--- config.mk ---
export PLATFORM = sky130hd
export DESIGN_NAME = sw_conditioner
export DESIGN_NICKNAME = d
export VERILOG_FILES = /design/src/rtl/sw_cond_pkg.sv /design/src/rtl/sw_conditioner_sync2.sv /design/src/rtl/sw_conditioner.sv
export SDC_FILE = /design/constraint.sdc
export NUM_CORES = 1
export LEC_CHECK = 0
export BUFFER_PORTS_ARGS = -buffer_cell sky130_fd_sc_hd__buf_2
export CORE_AREA = 8 8 45 47
export CTS_BUF_LIST = sky130_fd_sc_hd__clkbuf_4
export DETAILED_ROUTE_END_ITERATION = 6
export DIE_AREA = 0 0 53 55
export GPL_TIMING_DRIVEN = 0
export PLACE_DENSITY_LB_ADDON = 0.05
export RECOVER_POWER = 50
export SKIP_LAST_GASP = 1
export SYNTH_ARGS = -nofsm -noshare
export SYNTH_HDL_FRONTEND = slang
export SYNTH_SLANG_ARGS = --single-unit
--- constraint.sdc ---
create_clock -name i_clk -period 1.3 [get_ports i_clk]
set_input_delay 0.065 -clock i_clk [delete_from_list [all_inputs] [get_ports i_clk]]
set_output_delay 0.065 -clock i_clk [all_outputs]
set_load 0.005 [all_outputs]
--- src/rtl/sw_cond_pkg.sv ---
// Shared types and constants for the slide-switch conditioning path.
package sw_cond_pkg;

  typedef enum logic {STABLE = 1'b0, SETTLE = 1'b1} sw_cond_state_t;

  // 10 ms at 50 MHz for the board instance
  localparam int unsigned BOARD_DEBOUNCE_CYCLES = 500000;

endpackage

--- src/rtl/sw_conditioner_sync2.sv ---
// Parameterised two-flop synchronizer with synchronous reset to 0.
module sync2 #(
  parameter int WIDTH = 2
) (
  input  logic             i_clk,
  input  logic             i_reset,
  input  logic [WIDTH-1:0] i_d,
  output logic [WIDTH-1:0] o_q
);

  logic [WIDTH-1:0] r_meta;
  logic [WIDTH-1:0] r_sync;

  always_ff @(posedge i_clk) begin
    if (i_reset) begin
      r_meta <= '0;
      r_sync <= '0;
    end else begin
      r_meta <= i_d;
      r_sync <= r_meta;
    end
  end

  assign o_q = r_sync;

endmodule

--- src/rtl/sw_conditioner.sv ---
// Synchronizes and debounces raw switch levels into a stable bus with a one-cycle change pulse.
// state  | meaning
// STABLE | synchronized input matches the committed value
// SETTLE | a candidate value is being qualified by the counter
module sw_conditioner
  import sw_cond_pkg::*;
#(
  parameter int WIDTH           = 2,
  parameter int DEBOUNCE_CYCLES = 4,
  parameter int CNT_W           = $clog2(DEBOUNCE_CYCLES + 1)
) (
  input  logic             i_clk,
  input  logic             i_reset,
  input  logic [WIDTH-1:0] i_sw_raw,
  output logic [WIDTH-1:0] o_sw_stable,
  output logic             o_sw_changed,
  output logic             o_busy
);

  localparam logic [CNT_W-1:0] CNT_ONE  = CNT_W'(1);
  localparam logic [CNT_W-1:0] CNT_LAST = CNT_W'(DEBOUNCE_CYCLES - 1);

  sw_cond_state_t   r_state;
  sw_cond_state_t   w_state_nxt;
  logic [CNT_W-1:0] r_cnt;
  logic [CNT_W-1:0] w_cnt_nxt;
  logic [WIDTH-1:0] r_cand;
  logic [WIDTH-1:0] w_cand_nxt;
  logic [WIDTH-1:0] r_stable;
  logic             r_changed;
  logic             w_commit;
  logic [WIDTH-1:0] w_sync;
  logic             w_differs;
  logic             w_new_cand;
  logic             w_cnt_done;

  sync2 #(.WIDTH(WIDTH)) u_sync (
    .i_clk   (i_clk),
    .i_reset (i_reset),
    .i_d     (i_sw_raw),
    .o_q     (w_sync)
  );

  assign w_differs  = (w_sync != r_stable);
  assign w_new_cand = (w_sync != r_cand);
  assign w_cnt_done = (r_cnt == CNT_LAST);

  always_ff @(posedge i_clk) begin
    if (i_reset) r_state <= STABLE;
    else         r_state <= w_state_nxt;
  end

  always_comb begin
    w_state_nxt = r_state;
    case (r_state)
      STABLE: if (w_differs) w_state_nxt = SETTLE;
      SETTLE: begin
        if (!w_differs)                     w_state_nxt = STABLE;
        else if (!w_new_cand && w_cnt_done) w_state_nxt = STABLE;
      end
      default: w_state_nxt = STABLE;
    endcase
  end

  // A third value restarts qualification so no intermediate code is committed.
  always_comb begin
    w_cnt_nxt  = r_cnt;
    w_cand_nxt = r_cand;
    w_commit   = 1'b0;
    case (r_state)
      STABLE: begin
        if (w_differs) begin
          w_cand_nxt = w_sync;
          w_cnt_nxt  = CNT_ONE;
        end
      end
      SETTLE: begin
        if (!w_differs) begin
          w_cnt_nxt = '0;
        end else if (w_new_cand) begin
          w_cand_nxt = w_sync;
          w_cnt_nxt  = CNT_ONE;
        end else if (w_cnt_done) begin
          w_commit  = 1'b1;
          w_cnt_nxt = '0;
        end else begin
          w_cnt_nxt = r_cnt + CNT_ONE;
        end
      end
      default: w_cnt_nxt = '0;
    endcase
  end

  always_ff @(posedge i_clk) begin
    if (i_reset) begin
      r_cnt     <= '0;
      r_cand    <= '0;
      r_stable  <= '0;
      r_changed <= 1'b0;
    end else begin
      r_cnt     <= w_cnt_nxt;
      r_cand    <= w_cand_nxt;
      r_changed <= w_commit;
      if (w_commit) r_stable <= r_cand;
    end
  end

  assign o_sw_stable  = r_stable;
  assign o_sw_changed = r_changed;
  assign o_busy       = (r_state == SETTLE);

endmodule
==> results of run 1 <==
## cells by family after synthesis
kind of cell / count (synthesis) / share of synthesized area, %
simple gates: 23 / 27.4
compound gates: 4 / 4.60
fa+ha+maj: 1 / 2.42
buf+inv: 1 / 0.726
flops: 13 / 50.4
mux: 4 / 7.75
xor+xnor: 4 / 6.78
## sequential cells by signal (all words and copies together) (netlist names)
| name | count |
|---|---|
| u_sync.r_meta | 2 |
| o_sw_stable | 2 |
| u_sync.o_q | 2 |
| r_cnt | 3 |
| o_sw_changed | 1 |
| r_cand | 2 |
| o_busy | 1 |
## synth_stat cells (all sizes together)
| cell type | count |
|---|---|
| dfxtp | 13 |
| nand2b | 5 |
| nor2b | 5 |
| mux2i | 4 |
| nor2 | 4 |
| a21oi | 2 |
| nand3b | 2 |
| nor3 | 2 |
| xnor2 | 2 |
| xor2 | 2 |
| and3b | 1 |
| clkbuf | 1 |
| ha | 1 |
| nand3 | 1 |
| nor4 | 1 |
| o22ai | 1 |
| o31ai | 1 |
| or3 | 1 |
| or3b | 1 |
## metrics by stage
step	instance area [um2]	hold WS [ps]	util, %
after global routing	699	18.4	50.5
after floorplan	522	193	-
after detailed placement	577	282	41.7
after global placement	577	278	41.7
after CTS	639	9.60	46.2
final	699	7.15	50.5
## path summary, 6_finish.rpt
| path | endpoint | cells past startpoint | startpoint | slack (ps) |
|---|---|---|---|---|
| max | r_cnt[2] | 4 | o_sw_stable[1] | -40 |
| min reg2reg | u_sync.o_q[1] | 1 | u_sync.r_meta[1] | 440 |
| max reg2reg | r_cnt[2] | 4 | o_sw_stable[1] | -40 |
| min | u_sync.r_meta[0] | 2 | i_sw_raw[0] | 7 |
## cell usage in the layout (no fill, tap or decap), types with 2 or more instances in the layout
cell type / n
clkbuf_1: 2
xor2_4: 2
a21oi_1: 2
dfxtp_2: 2
buf_2: 6
nor2_1: 3
dfxtp_1: 9
nor2b_1: 5
xnor2_2: 2
nand3b_1: 2
clkbuf_4: 3
mux2i_1: 4
nand2b_1: 5
dfxtp_4: 2
## power by group through the flow
stage          combinational (mW)  clock (mW)  sequential (mW)
2_1_floorplan              0.0372           0            0.424
3_3_place_gp               0.0488           0            0.426
3_5_place_dp               0.0500           0            0.426
4_1_cts                    0.0543       0.252            0.418
5_1_grt                    0.0701       0.280            0.419
6_report                   0.0629       0.243            0.418
## metal layers
| metal | wire length, um | global-route usage (%) |
|---|---|---|
| met5 | 0 | 0 |
| met4 | 34 | 7.76 |
| met3 | 57 | 3.48 |
| met2 | 464 | 10.5 |
| met1 | 433 | 8.64 |
## critical path, delay by kind of cell, from the launching register on
family / cells / cell delay [ps]
AOI/OAI and AO/OA: 1 / 90
and+or+nand+nor: 2 / 640
DFF: 1 / 360
xor gates and xnor gates: 1 / 200
## area by class of cell
cell class | instances | area (um2)
sequential | 13 | 270
multi-input combinational | 36 | 327
buffer | 1 | 3.75
clock buffer | 3 | 22.5
timing repair buffer | 9 | 51.3
clock inverter | 1 | 5.00
tap | 16 | 20.0
fill | 130 | 684
## timing repair
action                                  in CTS  in global routing
endpoints found under the hold margin        1                  0
pin swaps                                    0                  2
hold buffers                                 1                  0
endpoints found under the setup margin       6                  7
buffers inserted                             0                  1
gates resized for setup                      7                  8
==> key figures, run 1 <==
Finish
  – Share of post-route cells with drive strength above 1: between 30 and 40%
  – Antenna diodes: 0
  – Area Growth Syn to Fin: 35.4%
  – Final nets: between 60 and 70
  – Final non-filler cell total: 79

STA
  – Fmax: approximately 0.75 GHz
  – Setup_tns: -38.1 ps
  – Crit share post-route: 103%
  – Worst setup margin: -38.1 ps
  – Final hold viol count: 0
  – RSZ-0062 raised after global routing: yes
  – Rel. slew slack: between 70% and 80%
  – Final Skew: ~1.9 ps
  – Setup violators final: 1
  – Fin. max-slew vios: 0
  – Clock period minus worst slack: between 1000 and 1500 ps
  – Worst Tran Pin Value: 410 ps

Synth
  – Yosys reg bits: 13
  – Synthesized area: 517 um2
  – Avg Cell Area, Syn: 10.3 um2
  – Cell taking the most area after synthesis: dfxtp_1
  – Netlist cell types: 20
  – Syn nets: 55
  – Top cell type's share of synthesized area: roughly 50%
  – Synth area leaders: dfxtp_1, mux2i_1, nand2b_1
  – Mapped Cells: 50
  – YS warnings: 0
  – Post-synthesis sequential area ratio: 50.4%

Power
  – Overall power: a little over 0.7 mW
  – Leakage: between 0.2 and 0.3 nW
  – Peak VDD IR: between 0.6 and 0.7 mV
  – Sw frac: a little under a quarter
  – Comb pwr share: a little under 9%
  – Pwr per Cell Area: a little over 1000 nW/um2
  – Cell Int Power: roughly 0.55 mW
  – P_sw: about 0.17 mW
  – Clock group share of total power: between 30% and 40%
  – Seq pwr share: around 58%

Place
  – Cells after DPL: between 70 and 80
  – Place WS: -98.2 ps
  – Final RePlAce weighted congestion: 0.769
  – DPL Wire Length: 692 um
  – PortBufs: 7

Detailed routing
  – Post-route ant nets: 0
  – TritonRoute pass-1 iters: 4
  – Via count: between 300 and 400
  – DR vias/cell: 4.99
  – DRC violations left: 0
  – First-iteration detailed-routing DRC count: 4
  – WL final: between 900 and 1000 um
  – WL/cell: around 13 um

Setup path
  – Worst setup EP type: flip-flop
  – Worst setup SP type: flip-flop
  – Biggest fanout along the worst timing path: 3
  – Slowest stage cell, crit path: or3_2
  – Worst Path Arrival: ~1600 ps
  – Crit path cell chain: xor2_4 > or3_2 > o31ai_1 > and3b_1
  – Crit Path Category: reg2reg
  – CP peak stage delay: between 400 and 500 ps
  – Worst path required time: 1520 ps

Clocking
  – Total CTS buffers: 3
  – Clock Tree Buf Depth: 2
  – Clk_lat worst skew: approximately 270 ps
  – Clock transition at path regs: 80 ps
  – Root Buffer: clkbuf_4
  – TritonCTS clock tree: done
  – H-Tree Depth: 1
  – CTS Sinks: 13

Global routing
  – GRT Residual Overflow: 0
  – GRT Util Overall: approximately 7.7%
  – First-pass GRT wire length: 1590 um
  – Initial antenna violation count: 0
  – Largest net degree at the start of global routing: 11
  – Vias in the first global route: between 300 and 400

Die
  – IO Pins: 8
  – Core ar.: ~1400 um2
  – Initial Util: between 30% and 40%
  – Die width: approximately 53 um
  – Die height: 55 um
  – Die Area: 2920 um2
  – Row count: 14

Job
  – Max Cap Viol: 0

Outcome
  – Status: finished, violations left
  – Failing checks: setup timing

Worst hold path
  – Hold Crit Class: in2reg
Note: power is estimated with default switching activity, not from simulation.
==> run 2, diff against run 1 <==
--- a/config.mk
+++ b/config.mk
@@ -5,11 +5,14 @@
 export SDC_FILE = /design/constraint.sdc
 export NUM_CORES = 1
 export LEC_CHECK = 0
-export BUFFER_PORTS_ARGS = -buffer_cell sky130_fd_sc_hd__buf_2
-export CORE_AREA = 8 8 45 47
+export BUFFER_PORTS_ARGS = -buffer_cell sky130_fd_sc_hd__buf_4
+export CELL_PAD_IN_SITES_DETAIL_PLACEMENT = 1
+export CELL_PAD_IN_SITES_GLOBAL_PLACEMENT = 1
+export CORE_MARGIN = 8
+export CORE_UTILIZATION = 39
 export CTS_BUF_LIST = sky130_fd_sc_hd__clkbuf_4
 export DETAILED_ROUTE_END_ITERATION = 6
-export DIE_AREA = 0 0 53 55
+export GPL_ROUTABILITY_DRIVEN = 1
 export GPL_TIMING_DRIVEN = 0
 export PLACE_DENSITY_LB_ADDON = 0.05
 export RECOVER_POWER = 50
==> run 2 against run 1 <==
The run still ends with setup timing left. Count of clock-buffer cells in the layout grew 1. Combinational power grew 41%. Register-to-register slack is essentially flat. Sequential share of layout area shrank 3.6 points. Critical path type unchanged. Largest power group unchanged.
==> key figures, run 2 (synthesized netlist as in run 1, its figures left out) <==
Finish
  – Final instance area: between 700 and 800 um2
  – Final nets: 74
  – Most common cell after layout, fill and taps aside: buf_4
  – Most frequent cells in the layout: buf_4, dfxtp_1, nor2b_1
  – Antenna diodes: 0
  – Fill count: roughly 140
  – Core Util, Final: 62.4%
  – Final non-filler cell total: 83
  – Largest register FFs: 3
  – Share of post-route cells with drive strength above 1: between 50% and 60%
  – Most flops, register: r_cnt
  – Area Growth Syn to Fin: 53.3%

Detailed routing
  – Via count: approximately 440
  – DR vias/cell: approximately 5.3
  – First-iteration detailed-routing DRC count: 3
  – Post-route ant nets: 0
  – WL/cell: around 17 um
  – WL final: approximately 1400 um
  – DRC violations left: 0
  – TritonRoute pass-1 iters: 4

Job
  – Max Cap Viol: 0

STA
  – Final Skew: 2.19 ps
  – RSZ-0062 raised after global routing: yes
  – Clock period minus worst slack: 1330 ps
  – Worst Tran Pin Value: ~460 ps
  – Rel. slew slack: between 60% and 70%
  – Worst setup margin: -26.0 ps
  – Crit share post-route: 102%
  – Final hold viol count: 0
  – Setup violators final: 2
  – Setup_tns: -40.8 ps
  – Fmax: between 0.7 and 0.8 GHz
  – Fin. max-slew vios: 0

Die
  – Die Area: 2750 um2
  – Initial Util: roughly two fifths
  – Core ar.: between 1000 and 1500 um2
  – IO Pins: 8
  – Die width: 52.4 um
  – Row count: 13
  – Die height: roughly 52 um

Place
  – DPL Wire Length: about 900 um
  – Final RePlAce weighted congestion: between 0.6 and 0.7
  – PortBufs: 7
  – Cells after DPL: 72
  – Cell Area, Placed: between 500 and 600 um2

Setup path
  – Worst setup SP type: flip-flop
  – Reg2Reg Setup Slack: -30 ps
  – Crit Path Category: reg2reg
  – Biggest fanout along the worst timing path: 3
  – Worst path required time: approximately 1500 ps
  – Worst setup EP type: flip-flop
  – Worst Path Arrival: approximately 1500 ps

Clocking
  – Clock transition at path regs: around 80 ps
  – Clock Tree Buf Depth: 2
  – Root Buffer: clkbuf_4
  – CTS Sinks: 13
  – Total CTS buffers: 3
  – H-Tree Depth: 1
  – Hold-fix buffers at CTS: 0
  – TritonCTS clock tree: done
  – Clk_lat worst skew: 270 ps

Global routing
  – Met2 Resource Use GR: between 15 and 20%
  – M3 GR Usage: 4.26%
  – Initial antenna violation count: 0
  – Vias in the first global route: ~460
  – Largest net degree at the start of global routing: 11
  – GRT Util Overall: a little over a tenth
  – GRT met1 Usage: a little under an eighth
  – GRT Residual Overflow: 0
  – First-pass GRT wire length: ~2200 um
  – Top Usage Layer GRT: met2

Outcome
  – Status: finished, violations left
  – Failing checks: setup timing

Power
  – Pwr per Cell Area: slightly below 1000 nW/um2
  – Leakage: roughly 0.32 nW
  – Peak VDD IR: between 0.7 and 0.8 mV

Worst hold path
  – Hold Crit Class: in2reg
-- run 2: worst paths after layout --
check | from | endpoint | depth (start not counted)
worst max-delay path | o_sw_stable[0] | r_cnt[2] | 5
worst min-delay path | i_sw_raw[1] | u_sync.r_meta[1] | 2
worst max register to register | o_sw_stable[0] | r_cnt[2] | 5
worst min register to register | u_sync.r_meta[0] | u_sync.o_q[0] | 1
-- run 2: layout make-up --
cell class              instances  area, um2  area share, %
well taps                      15       18.8           2.37
flip-flops and latches         13        278           35.1
multi-input cells              36        349           44.1
clock buffers                   4       30.0           3.79
repair buffers                 14        113           14.2
plain buffers                   1       3.75          0.474
-- run 2: per-stage QoR --
stage | total power, mW | hold slack [ps] | worst slack (ps)
final | 0.767 | 7.43 | -26.0
after global routing | 0.801 | 14.0 | -64.5
after CTS | 0.766 | 4.86 | -4.11
after detailed placement | 0.484 | 289 | -171
after global placement | 0.478 | 279 | -60.1
after floorplan | 0.462 | 193 | 21.1
-- run 2: critical path, stage by stage (launching register included) --
cell and delay (ps):
dfxtp_4 370, xor2_4 200, buf_6 130, or3_4 320, o31ai_2 70, and3b_1 190
-- run 2: power by group --
group          total (mW)  internal, mW  switching (mW)
Sequential          0.415         0.403          0.0127
Clock               0.263         0.140           0.123
Combinational      0.0889        0.0504          0.0385
-- run 2: timing repair --
item,CTS,global route
buffers inserted,4,3
endpoints found under the setup margin,6,6
pin swaps,6,5
resized for setup,19,7
-- run 2: layer usage --
layer,share of wire [%],vias to the layer above
met1,41,213
met3,5.2,4
met4,2.6,0
met2,51,11
li1,-,211
met5,0,-
